File: src/rtl/riscv_pkg.sv
// Shared RV32I decode definitions: opcode values, default datapath widths,
// immediate format selector and the per-opcode control bundle.
package riscv_pkg;

  localparam int XLEN_DEFAULT = 32;
  localparam int RA_W_DEFAULT = 5;

  localparam logic [6:0] OP_R      = 7'b0110011;
  localparam logic [6:0] OP_IMM    = 7'b0010011;
  localparam logic [6:0] OP_LOAD   = 7'b0000011;
  localparam logic [6:0] OP_STORE  = 7'b0100011;
  localparam logic [6:0] OP_BRANCH = 7'b1100011;
  localparam logic [6:0] OP_JAL    = 7'b1101111;
  localparam logic [6:0] OP_JALR   = 7'b1100111;
  localparam logic [6:0] OP_LUI    = 7'b0110111;
  localparam logic [6:0] OP_AUIPC  = 7'b0010111;

  typedef enum logic [2:0] {
    IMM_I,
    IMM_S,
    IMM_B,
    IMM_U,
    IMM_J,
    IMM_NONE
  } imm_fmt_e;

  typedef struct packed {
    logic     reg_write;
    logic     mem_read;
    logic     mem_write;
    logic     branch;
    logic     jump;
    logic     alu_src;
    logic     illegal;
    logic     uses_rs1;
    logic     uses_rs2;
    imm_fmt_e fmt;
  } ctrl_t;

endpackage

File: src/rtl/imm_gen.sv
// Immediate generator: sign-extends the immediate field of an RV32I
// instruction according to the selected format. Purely combinational.
// Ports:
//   instr - instruction bits [31:7] (opcode bits carry no immediate data)
//   fmt   - immediate format selected by the decoder
//   imm   - sign-extended immediate, 0 for formats without one
module imm_gen
  import riscv_pkg::*;
#(
  parameter int XLEN = XLEN_DEFAULT
) (
  input  logic [31:7]     instr,
  input  imm_fmt_e        fmt,
  output logic [XLEN-1:0] imm
);

  always_comb begin
    imm = '0;
    case (fmt)
      IMM_I: imm = {{(XLEN-11){instr[31]}}, instr[30:20]};
      IMM_S: imm = {{(XLEN-11){instr[31]}}, instr[30:25], instr[11:7]};
      IMM_B: imm = {{(XLEN-12){instr[31]}}, instr[7], instr[30:25], instr[11:8], 1'b0};
      IMM_U: imm = {{(XLEN-31){instr[31]}}, instr[30:12], 12'b0};
      IMM_J: imm = {{(XLEN-20){instr[31]}}, instr[19:12], instr[20], instr[30:21], 1'b0};
      default: imm = '0;
    endcase
  end

endmodule

File: src/rtl/decode_stage.sv
// ID stage of the 5-stage RV32I pipeline. Decodes the IF/ID instruction,
// reads the register file (with same-cycle writeback bypass), builds the
// immediate, detects load-use hazards and registers the result into ID/EX.
// Ports:
//   clk, rst                       - clock, synchronous active-high reset
//   if_valid, if_instr, if_pc      - IF/ID register contents
//   flush                          - current ID instruction is wrong-path
//   rf_rs1, rf_rs2, rf_rd1, rf_rd2 - register-file read ports (async data)
//   wb_we, wb_wa, wb_wd            - writeback port, used for bypass
//   stall_out                      - hold PC and IF/ID (combinational)
//   ex_*                           - ID/EX pipeline register outputs
module decode_stage
  import riscv_pkg::*;
#(
  parameter int XLEN = XLEN_DEFAULT,
  parameter int RA_W = RA_W_DEFAULT
) (
  input  logic            clk,
  input  logic            rst,
  input  logic            if_valid,
  input  logic [XLEN-1:0] if_instr,
  input  logic [XLEN-1:0] if_pc,
  input  logic            flush,
  output logic [RA_W-1:0] rf_rs1,
  output logic [RA_W-1:0] rf_rs2,
  input  logic [XLEN-1:0] rf_rd1,
  input  logic [XLEN-1:0] rf_rd2,
  input  logic            wb_we,
  input  logic [RA_W-1:0] wb_wa,
  input  logic [XLEN-1:0] wb_wd,
  output logic            stall_out,
  output logic            ex_valid,
  output logic [XLEN-1:0] ex_pc,
  output logic [XLEN-1:0] ex_rs1_val,
  output logic [XLEN-1:0] ex_rs2_val,
  output logic [XLEN-1:0] ex_imm,
  output logic [RA_W-1:0] ex_rs1,
  output logic [RA_W-1:0] ex_rs2,
  output logic [RA_W-1:0] ex_rd,
  output logic [2:0]      ex_funct3,
  output logic            ex_funct7b5,
  output logic            ex_reg_write,
  output logic            ex_mem_read,
  output logic            ex_mem_write,
  output logic            ex_branch,
  output logic            ex_jump,
  output logic            ex_alu_src,
  output logic            ex_illegal
);

  logic [6:0]      opcode;
  logic [RA_W-1:0] rs1, rs2, rd_field;
  ctrl_t           ctrl;
  logic [XLEN-1:0] imm;
  logic [XLEN-1:0] rs1_val, rs2_val;
  logic            hazard;

  assign opcode   = if_instr[6:0];
  assign rd_field = if_instr[7 +: RA_W];
  assign rs1      = if_instr[15 +: RA_W];
  assign rs2      = if_instr[20 +: RA_W];
  assign rf_rs1   = rs1;
  assign rf_rs2   = rs2;

  always_comb begin
    ctrl     = '0;
    ctrl.fmt = IMM_NONE;
    case (opcode)
      OP_R: begin
        ctrl.reg_write = 1'b1;
        ctrl.uses_rs1  = 1'b1;
        ctrl.uses_rs2  = 1'b1;
      end
      OP_IMM: begin
        ctrl.reg_write = 1'b1;
        ctrl.alu_src   = 1'b1;
        ctrl.uses_rs1  = 1'b1;
        ctrl.fmt       = IMM_I;
      end
      OP_LOAD: begin
        ctrl.reg_write = 1'b1;
        ctrl.mem_read  = 1'b1;
        ctrl.alu_src   = 1'b1;
        ctrl.uses_rs1  = 1'b1;
        ctrl.fmt       = IMM_I;
      end
      OP_STORE: begin
        ctrl.mem_write = 1'b1;
        ctrl.alu_src   = 1'b1;
        ctrl.uses_rs1  = 1'b1;
        ctrl.uses_rs2  = 1'b1;
        ctrl.fmt       = IMM_S;
      end
      OP_BRANCH: begin
        ctrl.branch   = 1'b1;
        ctrl.uses_rs1 = 1'b1;
        ctrl.uses_rs2 = 1'b1;
        ctrl.fmt      = IMM_B;
      end
      OP_JAL: begin
        ctrl.reg_write = 1'b1;
        ctrl.jump      = 1'b1;
        ctrl.fmt       = IMM_J;
      end
      OP_JALR: begin
        ctrl.reg_write = 1'b1;
        ctrl.jump      = 1'b1;
        ctrl.alu_src   = 1'b1;
        ctrl.uses_rs1  = 1'b1;
        ctrl.fmt       = IMM_I;
      end
      OP_LUI, OP_AUIPC: begin
        ctrl.reg_write = 1'b1;
        ctrl.alu_src   = 1'b1;
        ctrl.fmt       = IMM_U;
      end
      default: ctrl.illegal = 1'b1;
    endcase
  end

  imm_gen #(.XLEN(XLEN)) u_imm_gen (
    .instr (if_instr[31:7]),
    .fmt   (ctrl.fmt),
    .imm   (imm)
  );

  // The register file writes on the same edge that ID/EX captures, so its
  // read data is stale during a writeback cycle; forward wb_wd instead.
  always_comb begin
    if (rs1 == '0)                      rs1_val = '0;
    else if (wb_we && (wb_wa == rs1))   rs1_val = wb_wd;
    else                                rs1_val = rf_rd1;
    if (rs2 == '0)                      rs2_val = '0;
    else if (wb_we && (wb_wa == rs2))   rs2_val = wb_wd;
    else                                rs2_val = rf_rd2;
  end

  logic            ex_valid_q, ex_valid_d;
  logic [XLEN-1:0] ex_pc_q, ex_pc_d;
  logic [XLEN-1:0] ex_rs1_val_q, ex_rs1_val_d;
  logic [XLEN-1:0] ex_rs2_val_q, ex_rs2_val_d;
  logic [XLEN-1:0] ex_imm_q, ex_imm_d;
  logic [RA_W-1:0] ex_rs1_q, ex_rs1_d;
  logic [RA_W-1:0] ex_rs2_q, ex_rs2_d;
  logic [RA_W-1:0] ex_rd_q, ex_rd_d;
  logic [2:0]      ex_funct3_q, ex_funct3_d;
  logic            ex_funct7b5_q, ex_funct7b5_d;
  logic [6:0]      ex_ctrl_q, ex_ctrl_d;

  // Only a load sitting in EX can create a hazard that forwarding from a
  // later stage cannot cover. One bubble is enough: the load moves on.
  assign hazard = if_valid && ex_valid_q && ex_ctrl_q[5] && (ex_rd_q != '0) &&
                  ((ctrl.uses_rs1 && (ex_rd_q == rs1)) ||
                   (ctrl.uses_rs2 && (ex_rd_q == rs2)));

  assign stall_out = hazard && !flush && !rst;

  always_comb begin
    ex_valid_d    = 1'b0;
    ex_pc_d       = '0;
    ex_rs1_val_d  = '0;
    ex_rs2_val_d  = '0;
    ex_imm_d      = '0;
    ex_rs1_d      = '0;
    ex_rs2_d      = '0;
    ex_rd_d       = '0;
    ex_funct3_d   = '0;
    ex_funct7b5_d = 1'b0;
    ex_ctrl_d     = '0;
    if (!(flush || !if_valid || hazard)) begin
      ex_valid_d    = 1'b1;
      ex_pc_d       = if_pc;
      ex_rs1_val_d  = rs1_val;
      ex_rs2_val_d  = rs2_val;
      ex_imm_d      = imm;
      ex_rs1_d      = rs1;
      ex_rs2_d      = rs2;
      // Stores, branches and illegal opcodes never write rd.
      ex_rd_d       = ctrl.reg_write ? rd_field : '0;
      ex_funct3_d   = if_instr[14:12];
      ex_funct7b5_d = if_instr[30];
      ex_ctrl_d     = {ctrl.reg_write, ctrl.mem_read, ctrl.mem_write,
                       ctrl.branch, ctrl.jump, ctrl.alu_src, ctrl.illegal};
    end
  end

  always_ff @(posedge clk) begin
    if (rst) begin
      ex_valid_q    <= 1'b0;
      ex_pc_q       <= '0;
      ex_rs1_val_q  <= '0;
      ex_rs2_val_q  <= '0;
      ex_imm_q      <= '0;
      ex_rs1_q      <= '0;
      ex_rs2_q      <= '0;
      ex_rd_q       <= '0;
      ex_funct3_q   <= '0;
      ex_funct7b5_q <= 1'b0;
      ex_ctrl_q     <= '0;
    end else begin
      ex_valid_q    <= ex_valid_d;
      ex_pc_q       <= ex_pc_d;
      ex_rs1_val_q  <= ex_rs1_val_d;
      ex_rs2_val_q  <= ex_rs2_val_d;
      ex_imm_q      <= ex_imm_d;
      ex_rs1_q      <= ex_rs1_d;
      ex_rs2_q      <= ex_rs2_d;
      ex_rd_q       <= ex_rd_d;
      ex_funct3_q   <= ex_funct3_d;
      ex_funct7b5_q <= ex_funct7b5_d;
      ex_ctrl_q     <= ex_ctrl_d;
    end
  end

  assign ex_valid     = ex_valid_q;
  assign ex_pc        = ex_pc_q;
  assign ex_rs1_val   = ex_rs1_val_q;
  assign ex_rs2_val   = ex_rs2_val_q;
  assign ex_imm       = ex_imm_q;
  assign ex_rs1       = ex_rs1_q;
  assign ex_rs2       = ex_rs2_q;
  assign ex_rd        = ex_rd_q;
  assign ex_funct3    = ex_funct3_q;
  assign ex_funct7b5  = ex_funct7b5_q;
  assign ex_reg_write = ex_ctrl_q[6];
  assign ex_mem_read  = ex_ctrl_q[5];
  assign ex_mem_write = ex_ctrl_q[4];
  assign ex_branch    = ex_ctrl_q[3];
  assign ex_jump      = ex_ctrl_q[2];
  assign ex_alu_src   = ex_ctrl_q[1];
  assign ex_illegal   = ex_ctrl_q[0];

endmodule

File: config.mk
export PLATFORM = sky130hd
export DESIGN_NAME = decode_stage
export DESIGN_NICKNAME = d
export VERILOG_FILES = /design/src/rtl/riscv_pkg.sv /design/src/rtl/imm_gen.sv /design/src/rtl/decode_stage.sv
export SDC_FILE = /design/constraint.sdc
export NUM_CORES = 1
export LEC_CHECK = 0
export CORE_MARGIN = 1
export CORE_UTILIZATION = 35
export DETAILED_ROUTE_END_ITERATION = 8
export GPL_ROUTABILITY_DRIVEN = 0
export PLACE_DENSITY = 0.74
export SLEW_MARGIN = 20
export SYNTH_ARGS = -nofsm -noshare
export SYNTH_HDL_FRONTEND = slang
export SYNTH_SLANG_ARGS = --single-unit
export TNS_END_PERCENT = 20
File: constraint.sdc
create_clock -name clk -period 3.9 [get_ports clk]
set_input_delay 0.39 -clock clk [delete_from_list [all_inputs] [get_ports clk]]
set_output_delay 0.39 -clock clk [all_outputs]
set_load 0.01 [all_outputs]
==> results.md <==
* Status: complete, no violations
* H-Tree Level Count at 4
* IO buf count at 335
* Synth Area in XOR/XNOR at 0.0296
* Mapped Cells at 553
* Crit share post-route at 0.804
* Design area at 0.00995 mm2
* ANT cells at 0
* Fin util at 0.602
* Die Height at 132 um
* Cell row count at 47
* Total Power at 3.70 mW
* Net Count, Synth at 723
* Clock slew at reported path FFs at 0.07 ns
* Hold Fails Final Rpt at 0
* Crit-path cells: clkdlybuf4s50_1 -> nor2_1 -> nand4_1 -> or4_1 -> a21oi_4 -> and2_1 -> clkdlybuf4s50_1
* Placed cell areas at 0.00937 mm2
* Hold slack at 0.525 ns
* # fillers at 1,417
* Remaining global-route overflow at 0
* Max stage delay on crit path at 0.55 ns
* Post-DP HPWL at 14,900 um
* Largest family of logic cells by synthesized area: simple AND/OR/NAND/NOR gates
* Psw at 0.857 mW
* Post-synthesis mux area share at 0.108
* DRT Wirelength at 21,200 um
* CTS tree: yes
* Post-placement cell count at 1,057
* Core region area at 0.0165 mm2
* Avg Cell Area, Syn at 10.7 um2
* Detailed-route vias per instance at 5.12
* Largest fanout on the critical path at 8
* Worst slew margin at 0.289
* #FFs+latches synth at 155
* Final net count at 1,026
* Number of remaining DRC errors at 0
* Total internal power at 2.84 mW
* Worst-Skew Late Latency at 0.42 ns
* Clk sinks at 155
* Reg power frac at 0.439
* Max-cap viol count at 0
* Post-CTS Repair Setup Buffers at 0
* Crit path DAT at 2.75 ns
* Worst path most repeated cell: clkdlybuf4s50_1
* Gate power share at 0.117
* YS warnings at 0
* DR vias at 5,571
* Min cycle time layout at 3.14 ns
* Leakage at 3.83 nW
* Final std cells w/o fill at 1,089
* Area Growth Syn to Fin at 68.2%
* Pin count of the biggest net entering global routing at 156
* Top post-synthesis cells by area: dfxtp_1, mux2i_1, nor4b_1
* Root buf cell: clkbuf_16
* Adder-cell share of the synthesized area at 0
* Post-CTS sizing at 0
* Pre-CTS WS at 0.805 ns
* Commonest non-fill, non-tap cells in the layout: clkdlybuf4s50_1, dfxtp_1, mux2i_1, nor4b_1, nor3b_1
* WS Path Type: in2out
* PnR worst setup slack at 0.764 ns
* Io pins at 336
* Initial DRC Count at 339
* HP Class: in2reg
* Number of hold buffers added after CTS at 0
* Compound-Gate Fraction of Synth Area at 0.0406
* Pwr/cell area at 372 mW/mm2
* First-pass detailed-route iteration total at 5
* Layout cells sized above 1 at 0.0564
* Startpoint Class: input port
* Vias in the first global route at 5,481
* Yosys cell types at 36
* Initial antenna violation count at 0
* Multi-input gate area at 0.00251 mm2
* Clock skew after layout at 0.00923 ns
* Unrepaired setup endpoints after global routing: false
* Worst EP required at 3.51 ns
* Crit-path slowest cell: clkdlybuf4s50_1
* Full die area at 0.0174 mm2
* CTS max path bufs at 2
* First-pass GRT wire length at 32,500 um
* Mapped Area at 0.00592 mm2
* Die W at 132 um
* Clock power frac at 0.443
* Most common cell after layout, fill and taps aside: clkdlybuf4s50_1
* GRT Total Usage at 0.243
* Peak supply drop at 0.000266 V
* Worst setup EP type: output pin
* Seq/Total Area, Yosys at 0.525
* Final setup vio count at 0
* Wire per inst at 19.5 um
* Register Area at 0.00310 mm2
* Count of pins over their slew limit at 0
* Top cell type's share of synthesized area at 0.525
* Switching Share at 0.232
* Setup TNS at 0 ns
* Initial Util at 0.358
* Area leader, netlist: dfxtp_1
* Worst slew pin tran at 1.06 ns
* Total CTS buffers at 17
* ANT nets after route at 0
* Simple-Gate Fraction of Synth Area at 0.241
* Fmax at 0.319 GHz
cells by family (layout without fill, tap and decap cells):
logic type | count (synthesis) | count (layout)
and+or+nand+nor | 208 | 208
DFF | 155 | 155
buffers and inverters | 66 | 382
muxes | 64 | 64
AOI/OAI and AO/OA | 40 | 40
xor gates and xnor gates | 20 | 20
power groups by stage:
stage               registers [mW]  logic (mW)  clock network, mW
global placement              1.66       0.430                  0
CTS                           1.62       0.436               1.67
floorplan                     1.68       0.118                  0
finish                        1.62       0.434               1.64
detailed placement            1.66       0.433                  0
global route                  1.63       0.461               1.75
cell type report:
| class | count | share of cell area |
|---|---|---|
| Clock buffer | 20 | 0.0439 |
| Clock inverter | 12 | 0.0141 |
| Inverter | 2 | 0.000755 |
| Multi-Input combinational cell | 332 | 0.252 |
| Sequential cell | 155 | 0.312 |
| Tap cell | 220 | 0.0277 |
| Timing Repair Buffer | 348 | 0.349 |
synthesized netlist by cell type:
cell type and instances:
clkbuf_1 27, nor2_1 10, a211oi_1 1, and4_1 1
a31o_2 1, buf_4 15, nor4_1 4, or4_4 1
nand2b_1 1, a21oi_2 1, xor2_1 13, a211o_1 2
and2_0 1, and2_1 2, nand4_1 2, a21oi_1 22
xnor2_1 7, nor2b_1 2, a311oi_1 2, inv_1 2
o211ai_1 1, nand2_1 13, nor3b_1 51, buf_2 22
mux2i_1 64, and3_1 2, o21ai_0 5, nand3b_1 2
a22oi_1 5, nor3_1 38, or3_1 3, or4_1 2
nand4b_1 1, dfxtp_1 155, nand3_1 8, nor4b_1 64
final timing paths:
kind | startpoint | to | slack (ns) | cells past startpoint
setup / recovery | if_instr[3] | stall_out | 0.76 | 7
hold / removal | if_instr[27] | ex_imm[7]$_SDFF_PP0_ | 0.53 | 3
setup reg to reg | ex_rd[1]$_SDFF_PP0_ | ex_rs2_val[30]$_SDFF_PP0_ | 1.36 | 6
hold reg to reg | ex_valid$_SDFF_PP0_ | ex_valid$_SDFF_PP0_ | 1.10 | 6
per-layer routing:
layer,track usage,vias up,part of all wire
met3,0.0742,23,0.084
met5,0,-,0
met1,0.299,2679,0.42
met4,0.0795,0,0.015
met2,0.404,263,0.48
li1,-,2606,-
sequential cells by signal (all words and copies together), names as in the netlist:
register and flops:
ex_ctrl_q 7, ex_funct3 3, ex_funct7b5 1, ex_imm 32
ex_pc 32, ex_rd 5, ex_rs1 5, ex_rs1_val 32
ex_rs2 5, ex_rs2_val 32, ex_valid 1
worst max-delay path, delay by kind of cell:
kind / cells / cell delay (ns)
buffers and inverters: 2 / 1.08
AND/OR/NAND/NOR: 4 / 1.06
AO/OA/AOI/OAI: 1 / 0.22
No activity file was read; power rests on OpenSTA's default activity.
